<file path="src/rtl/serv_shift_pw.sv">
// Bit-serial shifter/rotator: buffers a W-bit operand streamed LSB-first,
// then streams the shifted/rotated result LSB-first, with an optional half-width sign-extending mode.
module serv_shift_pw #(
  parameter int W = 32,
  localparam int SW = $clog2(W)
) (
  input  logic          i_clk,
  input  logic          i_rst_n,
  input  logic          i_start,
  input  logic [2:0]    i_mode,
  input  logic          i_half,
  input  logic [SW-1:0] i_shamt,
  input  logic          i_d,
  output logic          o_busy,
  output logic          o_q,
  output logic          o_q_valid,
  output logic          o_done
);

  localparam int HN = W / 2;

  localparam logic [2:0] M_SLL = 3'b000;
  localparam logic [2:0] M_SRL = 3'b001;
  localparam logic [2:0] M_SRA = 3'b011;
  localparam logic [2:0] M_ROL = 3'b100;
  localparam logic [2:0] M_ROR = 3'b101;

  typedef enum logic [1:0] {S_IDLE, S_LOAD, S_OUT} state_e;

  state_e        state_q, state_d;
  logic [SW-1:0] cnt_q, cnt_d;
  logic [2:0]    mode_q, mode_d;
  logic          half_q, half_d;
  logic [SW-1:0] shamt_q, shamt_d;
  logic [W-1:0]  buf_q;

  always_comb begin
    state_d = state_q;
    cnt_d   = cnt_q;
    mode_d  = mode_q;
    half_d  = half_q;
    shamt_d = shamt_q;
    case (state_q)
      S_IDLE: if (i_start) begin
        state_d = S_LOAD;
        cnt_d   = '0;
        mode_d  = i_mode;
        half_d  = i_half;
        // Half mode can only shift by 0..W/2-1, so drop the top amount bit.
        shamt_d = i_half ? (i_shamt & SW'(HN - 1)) : i_shamt;
      end
      S_LOAD: begin
        cnt_d = cnt_q + 1'b1;
        if (&cnt_q) begin
          state_d = S_OUT;
          cnt_d   = '0;
        end
      end
      S_OUT: begin
        cnt_d = cnt_q + 1'b1;
        if (&cnt_q) begin
          state_d = S_IDLE;
          cnt_d   = '0;
        end
      end
      default: state_d = S_IDLE;
    endcase
  end

  always_ff @(posedge i_clk) begin
    if (!i_rst_n) begin
      state_q <= S_IDLE;
      cnt_q   <= '0;
      mode_q  <= '0;
      half_q  <= 1'b0;
      shamt_q <= '0;
    end else begin
      state_q <= state_d;
      cnt_q   <= cnt_d;
      mode_q  <= mode_d;
      half_q  <= half_d;
      shamt_q <= shamt_d;
    end
  end

  always_ff @(posedge i_clk) begin
    if (state_q == S_LOAD) buf_q[cnt_q] <= i_d;
  end

  // Result bit select; indices carry one extra bit so k-s underflow and k+s overflow are visible.
  logic [SW:0]   k, s, n, idx_l, idx_r;
  logic [SW-1:0] msk;
  logic          msb, res_bit;

  always_comb begin
    // Upper half in half mode repeats result bit HN-1 (sign extension).
    k     = (half_q && cnt_q[SW-1]) ? (SW+1)'(HN - 1) : {1'b0, cnt_q};
    s     = {1'b0, shamt_q};
    n     = half_q ? (SW+1)'(HN) : (SW+1)'(W);
    msk   = half_q ? SW'(HN - 1) : SW'(W - 1);
    msb   = half_q ? buf_q[HN-1] : buf_q[W-1];
    idx_l = k - s;
    idx_r = k + s;
    res_bit = 1'b0;
    case (mode_q)
      M_SLL:   res_bit = (k >= s) ? buf_q[idx_l[SW-1:0]] : 1'b0;
      M_SRL:   res_bit = (idx_r < n) ? buf_q[idx_r[SW-1:0]] : 1'b0;
      M_SRA:   res_bit = (idx_r < n) ? buf_q[idx_r[SW-1:0]] : msb;
      M_ROL:   res_bit = buf_q[idx_l[SW-1:0] & msk];
      M_ROR:   res_bit = buf_q[idx_r[SW-1:0] & msk];
      default: res_bit = 1'b0;
    endcase
  end

  assign o_busy    = (state_q != S_IDLE);
  assign o_q_valid = (state_q == S_OUT);
  assign o_q       = o_q_valid & res_bit;
  assign o_done    = o_q_valid & (&cnt_q);

endmodule

</file>
<file path="config.mk">
export PLATFORM = sky130hd
export DESIGN_NAME = serv_shift_pw
export DESIGN_NICKNAME = d
export VERILOG_FILES = /design/src/rtl/serv_shift_pw.sv
export SDC_FILE = /design/constraint.sdc
export NUM_CORES = 1
export LEC_CHECK = 0
export BUFFER_PORTS_ARGS = -buffer_cell sky130_fd_sc_hd__buf_2
export CAP_MARGIN = 20
export CORE_ASPECT_RATIO = 0.9
export CORE_MARGIN = 2
export CORE_UTILIZATION = 25
export CTS_CLUSTER_DIAMETER = 100
export DETAILED_ROUTE_END_ITERATION = 7
export GPL_ROUTABILITY_DRIVEN = 0
export HOLD_SLACK_MARGIN = 0.15
export PLACE_DENSITY = 0.36
export SYNTH_ARGS = -nofsm -noshare
export SYNTH_HDL_FRONTEND = slang
export SYNTH_SLANG_ARGS = --single-unit
</file>
<file path="constraint.sdc">
create_clock -name i_clk -period 8.7 [get_ports i_clk]
set_input_delay 1.74 -clock i_clk [delete_from_list [all_inputs] [get_ports i_clk]]
set_output_delay 1.74 -clock i_clk [all_outputs]
set_load 0.02 [all_outputs]
</file>
==> results.yml, run 1 <==
worst_setup_path:
  cpMaxStageDelayCell: "fa_1"
  cp.arrival_ns: 3.55
  crit_chain: "nand2_1, nand2_1, ha_1, fa_1, mux4_1, nand2b_1, o21ai_1, mux2_2, or4_1, a41oi_2, buf_2"
  cp-end-kind: "primary output"
  cp_slowest_stage_delay_ns: 0.62
  required_ns: 6.96
  crit_top_cell: "nand2_1"
  cp_num_buf_inv: 1
  start_kind: "register"
  cp_num_cells: 11
  cp_max_fo: 10
  worstSetupPathType: "reg2out"
  crit_family: "adder cells"
  rr_worst_depth: 6
clocking:
  numCtsBuffers: 5
  clock_latency_ns: 0.29
  cts_root_buf: "clkbuf_16"
  path_clk_slew_ns: 0.07
  htreeDepth: 2
  cts_setup_buffers: 0
  cts_tree: "built"
  holdBufCountCts: 0
  post_cts_resized: 0
  clock_sinks: 48
  clk_path_buf_depth: 2
route:
  drt-initial-drc-count: 119
  drc_errors: 0
  wl_per_cell_um: 15.6
  firstDrtPassIters: 4
  ant_nets: 0
  via_count: 2180
  via_per_inst: 4.54
  drt-total-wl_um: 7470
floorplan:
  fp-row-count: 38
  dieArea_sq_um: 13200
  initial_core_util_pct: 25.6
  core_sq_um: 12000
  die_h_um: 109
  fp.dieW_um: 121
  pin_count: 17
sta:
  setup_ws_ns: 3.41
  finalSetupViolations: 0
  fmax_mhz: 189
  period_minus_slack_ns: 5.29
  relSlewSlack_pct: 64.2
  tightest_slew_ns: 0.533
  fin_skew_ns: 0.00487
  layout_worst_path_cycle_share_pct: 60.8
  finalHoldViolCount: 0
  finalSetupTns_ns: 0
  rsz0062_at_grt: "false"
  maxSlewViolCount: 0
synthesis:
  netlist_instances: 307
  synth_cell_types: 50
  synthArstFlopShare_pct: 0
  synth.avg_cell_area_sq_um: 10.0
  ys_ff_latch: 48
  syn_nets: 341
  synth_area_sq_um: 3080
  yosysSeqAreaShare_pct: 41.6
  synth-edff-count: 32
  synth_ff_type: "edfxtp_1"
  yosys_warnings: 0
grt:
  grt_pass1_vias: 2145
  antenna_found_initial: 0
  grt_pass1_wl_um: 12000
  grt.total_usage_pct: 11.9
  grt_max_degree: 33
  grt.overflow.total: 0
layout:
  drive_gt1_share_pct: 12.2
  syn2layout_area_growth_pct: 12.5
  antenna_cells: 0
  nets: 353
  nFillCells: 1281
  multi_input_area_sq_um: 1670
  regArea_sq_um: 1280
  fin_area_sq_um: 3460
min_path:
  hp-class: "reg2reg"
  hold_depth: 2
status:
  outcome: "completed"
power:
  ir_worst_vdd_uv: 82.6
  power_uw: 574
  p_leak_nw: 1.22
  power_density_nw_per_um2: 166
placed_design:
  placed_area_sq_um: 3300
  numPortBuffers: 16
  place_ws_ns: 3.69
  hpwl_um: 5820
flow_run:
  maxCapViolCount: 0
==> worst register-to-register path: stages, from the launching register on <==
cell and delay, ns:
dfxtp_1 0.36, ha_1 0.25, and3_1 0.19, ha_1 0.22, nand2b_1 0.20, or4b_2 0.62, a21oi_1 0.15
==> placed cells by master (no fill, tap or decap), types with 3 or more instances in the layout <==
cell / instances
nor2_1: 49
buf_2: 16
nand2_1: 36
clkbuf_16: 5
o21bai_1: 3
o21ai_0: 7
ha_1: 19
mux4_2: 6
mux2i_1: 13
nand3_1: 7
nand2b_1: 9
edfxtp_1: 32
and2_1: 5
mux4_1: 4
nand3b_1: 6
xnor2_1: 4
a22oi_1: 4
a21oi_1: 22
inv_1: 15
dfxtp_1: 16
nor2b_1: 5
==> routing by layer <==
| metal | vias to the layer above | global-route usage, % | part of all wire, % |
|---|---|---|---|
| met5 | - | 0 | 0 |
| met4 | 0 | 3.90 | 1.2 |
| met1 | 1031 | 17.2 | 52 |
| met2 | 25 | 18.0 | 44 |
| li1 | 1118 | - | - |
| met3 | 6 | 2.20 | 2.8 |
==> state kept, by name, summed over array words and instances, names as in the netlist <==
signal / flops
buf_q: 32
cnt_q: 5
half_q: 1
state_q: 2
mode_q: 3
shamt_q: 5
==> cells in the mapped netlist, drive strengths merged (2+ instances only) <==
cell	number	share of area (%)
a211oi	2	0.49
a21oi	22	3.6
a22oi	4	0.98
a31oi	2	0.41
and2	5	1.0
buf	4	1.1
clkbuf	8	1.1
dfxtp	16	10
edfxtp	32	31
fa	2	1.3
ha	19	7.7
inv	15	1.8
mux2	2	0.73
mux2i	13	4.2
mux4	10	7.8
nand2	36	4.4
nand2b	9	1.8
nand3	7	1.1
nand3b	6	1.5
nor2	49	6.0
nor2b	5	1.0
o21ai	8	1.3
o21bai	3	0.73
or3	2	0.41
or3b	2	0.57
xnor2	5	2.0
==> power by group <==
group / internal [mW] / total (mW) / switching, mW / leakage [nW]
sequential: 0.247 / 0.252 / 0.00554 / 0.418
clock: 0.135 / 0.221 / 0.0854 / 0.0770
combinational: 0.0439 / 0.101 / 0.0569 / 0.721
total: 0.426 / 0.574 / 0.148 / 1.22
==> cells by family after synthesis <==
kind of cell	share of synthesized area, %
AND/OR/NAND/NOR	19.7
AO/OA/AOI/OAI	10.6
flip-flops	41.6
buffers and inverters	3.99
multiplexers	12.8
adder cells (fa/ha/maj)	9.03
XOR/XNOR	2.32
==> worst paths after layout <==
check              from         end  slack, ns
max reg2reg    cnt_q[0]    cnt_q[2]       6.62
max              half_q         o_q       3.41
min          shamt_q[4]  shamt_q[4]       0.48
min reg2reg  shamt_q[4]  shamt_q[4]       0.48
==> per-stage QoR <==
step           instances  util, %  hold slack [ns]
6_report             480     28.8            0.475
5_1_grt              480     28.8            0.511
4_1_cts              480     28.8            0.479
3_5_place_dp         472     27.4            0.470
3_3_place_gp         472     27.4            0.468
2_1_floorplan        307        -            0.449
==> cell type report <==
class,count,share of cell area [%]
Tap cell,160,5.78
Clock buffer,6,3.72
Sequential cell,48,37.0
Inverter,15,1.63
Clock inverter,2,1.01
Multi-Input combinational cell,232,48.3
Timing Repair Buffer,17,2.53
Power figures use the tool's default switching activity.
==> run 2, diff against run 1 <==
==> constraint.sdc (replaced) <==
create_clock -name i_clk -period 5.3 [get_ports i_clk]
set_input_delay 1.06 -clock i_clk [delete_from_list [all_inputs] [get_ports i_clk]]
set_output_delay 1.06 -clock i_clk [all_outputs]
set_load 0.02 [all_outputs]
==> run 2 against run 1 <==
Net effect: routed wire length increased by 0.27%; register-to-register slack got worse by 3.4 ns; final cell count increased by 0.21%; non-clock buffer count increased by 1; largest cell class unchanged; largest power group unchanged.
==> results.yml, run 2 (synthesized netlist as in run 1, its figures left out) <==
status:
  outcome: "completed"
layout:
  top_register: "buf_q"
  nFillCells: 1273
  nets: 354
  top_regs: "buf_q (32), cnt_q (5), shamt_q (5)"
  fin_cells: 481
  antenna_cells: 0
  syn2layout_area_growth_pct: 13.1
  layout_common_cells: "49 x nor2_1, 36 x nand2_1, 32 x edfxtp_1"
  final_common_cell: "nor2_1"
  drive_gt1_share_pct: 12.8
  largest_reg_flops: 32
  regArea_sq_um: 1280
  multi_input_area_sq_um: 1670
grt:
  grt_max_degree: 33
  grt.overflow.total: 0
  grt_pass1_wl_um: 11900
  grt_pass1_vias: 2185
  grt.total_usage_pct: 12.0
  antenna_found_initial: 0
route:
  drc_errors: 0
  via_per_inst: 4.63
  via_count: 2229
  wl_per_cell_um: 15.6
  ant_nets: 0
  drt-initial-drc-count: 97
  drt-total-wl_um: 7490
  firstDrtPassIters: 4
worst_setup_path:
  cp_slowest_stage_delay_ns: 0.54
  required_ns: 4.24
  cp_num_buf_inv: 1
  crit_family: "compound AO/OA/AOI/OAI gates"
  cpMaxStageDelayCell: "dfxtp_1"
  cp-end-kind: "primary output"
  crit_chain: "nand2_1, nand2_1, ha_1, nand2b_1, a21oi_1, nor2_1, nor2_1, nor2_1, o21bai_1, ha_1, a211oi_1, o221ai_1, o32a_1, a41oi_2, buf_2"
  crit_top_cell: "nor2_1"
  start_kind: "register"
  rrSetupSlack_ns: 3.21
  reg2reg_to: "cnt_q[2]"
  worstSetupPathType: "reg2out"
  r2r_start: "cnt_q[0]"
  cp.arrival_ns: 3.50
  rr_worst_depth: 6
  cp_max_fo: 12
sta:
  tightest_slew_ns: 0.560
  relSlewSlack_pct: 62.4
  fin_skew_ns: 0.00583
  layout_worst_path_cycle_share_pct: 86.1
  period_minus_slack_ns: 4.56
  finalSetupViolations: 0
  rsz0062_at_grt: "false"
  maxSlewViolCount: 0
  finalSetupTns_ns: 0
  finalHoldViolCount: 0
  fmax_mhz: 219
placed_design:
  hpwl_um: 5860
  dp_cells: 473
  numPortBuffers: 16
min_path:
  hp-class: "reg2reg"
  hold_depth: 2
  worstHoldStart: "shamt_q[4]"
  min_delay_worst_endpoint: "shamt_q[4]"
clocking:
  numCtsBuffers: 5
  path_clk_slew_ns: 0.07
  clock_latency_ns: 0.29
  holdBufCountCts: 0
  cts_setup_buffers: 0
  cts_root_buf: "clkbuf_16"
  clock_sinks: 48
  post_cts_resized: 0
  htreeDepth: 2
  cts_tree: "built"
  clk_path_buf_depth: 2
power:
  p_leak_nw: 1.23
  power_density_nw_per_um2: 275
  ir_worst_vdd_uv: 125
  power_uw: 956
floorplan:
  fp.dieW_um: 121
  initial_core_util_pct: 25.6
  pin_count: 17
  core_sq_um: 12000
  fp-row-count: 38
  die_h_um: 109
  dieArea_sq_um: 13200
flow_run:
  maxCapViolCount: 0
[run 2: where the power goes]
part	internal (mW)	switching [mW]	leakage [nW]
Clock	0.225	0.151	0.0840
Combinational	0.0728	0.0950	0.726
Sequential	0.405	0.00780	0.418
[run 2: cell type report]
| cell class | instances | share of cell area [%] |
|---|---|---|
| Multi-Input combinational cell | 232 | 48.1 |
| Sequential cell | 48 | 36.8 |
| Tap cell | 160 | 5.76 |
| Clock buffer | 5 | 3.60 |
| Timing Repair Buffer | 18 | 2.73 |
| Inverter | 15 | 1.62 |
| Clock inverter | 3 | 1.37 |
[run 2: metal layers]
| metal | GRT usage, % | vias up | part of all wire (%) |
|---|---|---|---|
| met5 | 0 | - | 0 |
| met4 | 3.99 | 0 | 1.5 |
| met3 | 3.29 | 8 | 3.2 |
| met2 | 18.3 | 31 | 45 |
| met1 | 16.5 | 1067 | 51 |
| li1 | - | 1123 | - |
[run 2: worst min-delay path, stage by stage (launching register included)]
cell,delay (ns)
dfxtp_1,0.33
nand2_1,0.06
a21oi_1,0.05
[run 2: worst max-delay path by stage]
stage,to,depth (start not counted),startpoint,slack (ns)
3_3_place_gp,o_q,15,cnt_q[4],1.07
6_report,o_q,15,cnt_q[4],0.74
4_1_cts,o_q,15,cnt_q[4],0.68
3_5_place_dp,o_q,15,cnt_q[4],1.01
2_1_floorplan,o_q,12,half_q,1.31
5_1_grt,o_q,12,cnt_q[4],0.39
[run 2: stage by stage]
| step | hold slack [ns] | cell area [sq um] | worst slack [ns] | utilization [%] |
|---|---|---|---|---|
| final | 0.479 | 3480 | 0.738 | 28.9 |
| after global routing | 0.512 | 3480 | 0.392 | 28.9 |
| after CTS | 0.479 | 3480 | 0.684 | 28.9 |
| after detailed placement | 0.469 | 3310 | 1.01 | 27.5 |
| after global placement | 0.468 | 3310 | 1.07 | 27.5 |
| after floorplan | 0.449 | 3080 | 1.31 | - |
==> run 3, diff against run 2 <==
--- a/config.mk
+++ b/config.mk
@@ -5,6 +5,7 @@
 export SDC_FILE = /design/constraint.sdc
 export NUM_CORES = 1
 export LEC_CHECK = 0
+export ABC_AREA = 1
 export BUFFER_PORTS_ARGS = -buffer_cell sky130_fd_sc_hd__buf_2
 export CAP_MARGIN = 20
 export CORE_ASPECT_RATIO = 0.9
==> run 3 against run 2 <==
Net effect: final area down 2.1%; critical endpoint unchanged; worst setup slack better by 0.28 ns; register-to-register slack improved by 0.22 ns; final cell count grew 20%; total power up 62%; flip-flop and latch count is the same; non-clock buffer count down 2; clock power is 13% lower; sequential share of layout area is 0.78 points higher; combinational power increased to 4.6 times the previous value; fmax grew 6.6%; routed wire length is 7.4% higher.
==> results.yml, run 3 <==
status:
  outcome: "completed"
min_path:
  worstHoldStart: "shamt_q[4]"
  hold_depth: 2
  hp-class: "reg2reg"
  min_delay_worst_endpoint: "shamt_q[4]"
grt:
  grt.overflow.total: 0
  grt_max_degree: 33
  grt.total_usage_pct: 12.9
  antenna_found_initial: 0
  grt_pass1_wl_um: 13000
  grt_pass1_vias: 2309
synthesis:
  synth_cell_types: 24
  synthArstFlopShare_pct: 0
  synth-edff-count: 32
  synth_area_sq_um: 3050
  synth_common_cells: "116 x nand2_1, 63 x nand3_1, 52 x nor2_1"
  netlist_instances: 401
  synth.avg_cell_area_sq_um: 7.59
  ys_ff_latch: 48
  synth_ff_type: "edfxtp_1"
  yosysSeqAreaShare_pct: 42.1
  synth_area_leaders: "edfxtp_1 32%, nand2_1 14%, dfxtp_1 11%, nand3_1 10%, ha_1 7.8%"
  yosys.area.top_type_share_pct: 31.6
  synth.most_common_cell: "nand2_1"
  syn_nets: 435
  yosys_warnings: 0
  yosys.area.top_type: "edfxtp_1"
sta:
  hold-worst-slack_ns: 0.492
  setup_ws_ns: 1.02
  rsz0062_at_grt: "false"
  finalSetupViolations: 0
  relSlewSlack_pct: 57.0
  finalSetupTns_ns: 0
  finalHoldViolCount: 0
  maxSlewViolCount: 0
  fin_skew_ns: 0.00536
  layout_worst_path_cycle_share_pct: 80.7
  fmax_mhz: 234
  period_minus_slack_ns: 4.28
  tightest_slew_ns: 0.645
worst_setup_path:
  worstSetupPathType: "reg2out"
  r2r_start: "state_q[0]"
  cp_slowest_stage_delay_ns: 0.66
  crit_chain: "inv_1, nand2_1, ha_1, inv_1, a21oi_1, nand2_1, a21oi_1, o21bai_1, ha_1, nand2_1, nand2_1, nor2_1, nand3_1, nand2_1, nor2_1, nor2_1, buf_2"
  cp-end-kind: "primary output"
  cp_max_fo: 11
  start_kind: "register"
  cpMaxStageDelayCell: "ha_1"
  rrSetupSlack_ns: 3.43
  rr_worst_depth: 7
  reg2reg_to: "cnt_q[1]"
  cp.arrival_ns: 3.22
  required_ns: 4.24
  crit_top_cell: "nand2_1"
layout:
  finalCoreUtilization_pct: 28.4
  syn2layout_area_growth_pct: 11.8
  antenna_cells: 0
  top_register: "buf_q"
  final_common_cell: "nand2_1"
  layout_common_cells: "116 x nand2_1, 63 x nand3_1, 52 x nor2_1"
  largest_reg_flops: 32
  fin_cells: 577
  nets: 450
  fin_area_sq_um: 3410
  top_regs: "buf_q (32), cnt_q (5), shamt_q (5)"
  drive_gt1_share_pct: 7.67
clocking:
  path_clk_slew_ns: 0.07
  clock_sinks: 48
  cts_setup_buffers: 0
  cts_root_buf: "clkbuf_16"
  clock_latency_ns: 0.29
  numCtsBuffers: 5
  holdBufCountCts: 0
  post_cts_resized: 0
  htreeDepth: 2
  cts_tree: "built"
  clk_path_buf_depth: 2
placed_design:
  placed_area_sq_um: 3260
  place_ws_ns: 1.32
  dp_cells: 569
  hpwl_um: 6190
  numPortBuffers: 16
floorplan:
  core_sq_um: 12000
  pin_count: 17
  fp.dieW_um: 120
  dieArea_sq_um: 13100
  fp-row-count: 38
  initial_core_util_pct: 25.4
  die_h_um: 109
route:
  drt-initial-drc-count: 122
  drc_errors: 0
  wl_per_cell_um: 13.9
  via_per_inst: 4.41
  firstDrtPassIters: 5
  ant_nets: 0
  drt-total-wl_um: 8040
  via_count: 2545
power:
  power_density_nw_per_um2: 454
  power_mw: 1.55
  ir_worst_vdd_uv: 144
  p_leak_nw: 1.48
flow_run:
  maxCapViolCount: 0
-- run 3: power breakdown --
| part | switching (mW) | total (mW) | internal [mW] | leakage [nW] |
|---|---|---|---|---|
| clock | 0.152 | 0.327 | 0.175 | 0.0716 |
| combinational | 0.522 | 0.765 | 0.243 | 0.986 |
| sequential | 0.0257 | 0.453 | 0.427 | 0.419 |
| total | 0.700 | 1.55 | 0.845 | 1.48 |
-- run 3: final cells by class --
cell class                 count  area (sq um)
clock inverter                 3          17.5
timing repair buffer          16          80.1
inverter                      42           163
clock buffer                   5           125
tap                          160           200
fill                        1349          8580
sequential                    48          1280
multi-input combinational    303          1540
-- run 3: how the worst max path moves through the flow --
stage	from	endpoint	depth (start not counted)
after global routing	cnt_q[2]	o_q	17
after CTS	cnt_q[2]	o_q	17
after floorplan	cnt_q[4]	o_q	16
final	cnt_q[2]	o_q	17
after global placement	cnt_q[2]	o_q	17
after detailed placement	cnt_q[2]	o_q	17
-- run 3: cells by family (layout without fill, tap and decap cells) --
| kind of cell | after synthesis | in the layout | share of synthesized area [%] |
|---|---|---|---|
| simple gates | 243 | 243 | 33.3 |
| flops | 48 | 48 | 42.1 |
| compound gates | 34 | 34 | 5.96 |
| xor+xnor | 5 | 5 | 2.18 |
| buf+inv | 50 | 66 | 7.40 |
| fa+ha+maj | 21 | 21 | 9.12 |
-- run 3: metal layers --
layer  up-vias  GRT usage (%)  wire (um)
li1       1337              -          -
met1      1174           19.1       4140
met2        30           19.9       3600
met3         4           2.20        237
met4         0           2.74         59
met5         -              0          0
-- run 3: worst max-delay path: cells and delay by family (launching register included) --
family / cells / cell delay, ns
buffers and inverters: 3 / 0.43
adders and majority gates: 2 / 0.94
DFF: 1 / 0.38
and+or+nand+nor: 9 / 0.73
AOI/OAI and AO/OA: 3 / 0.44
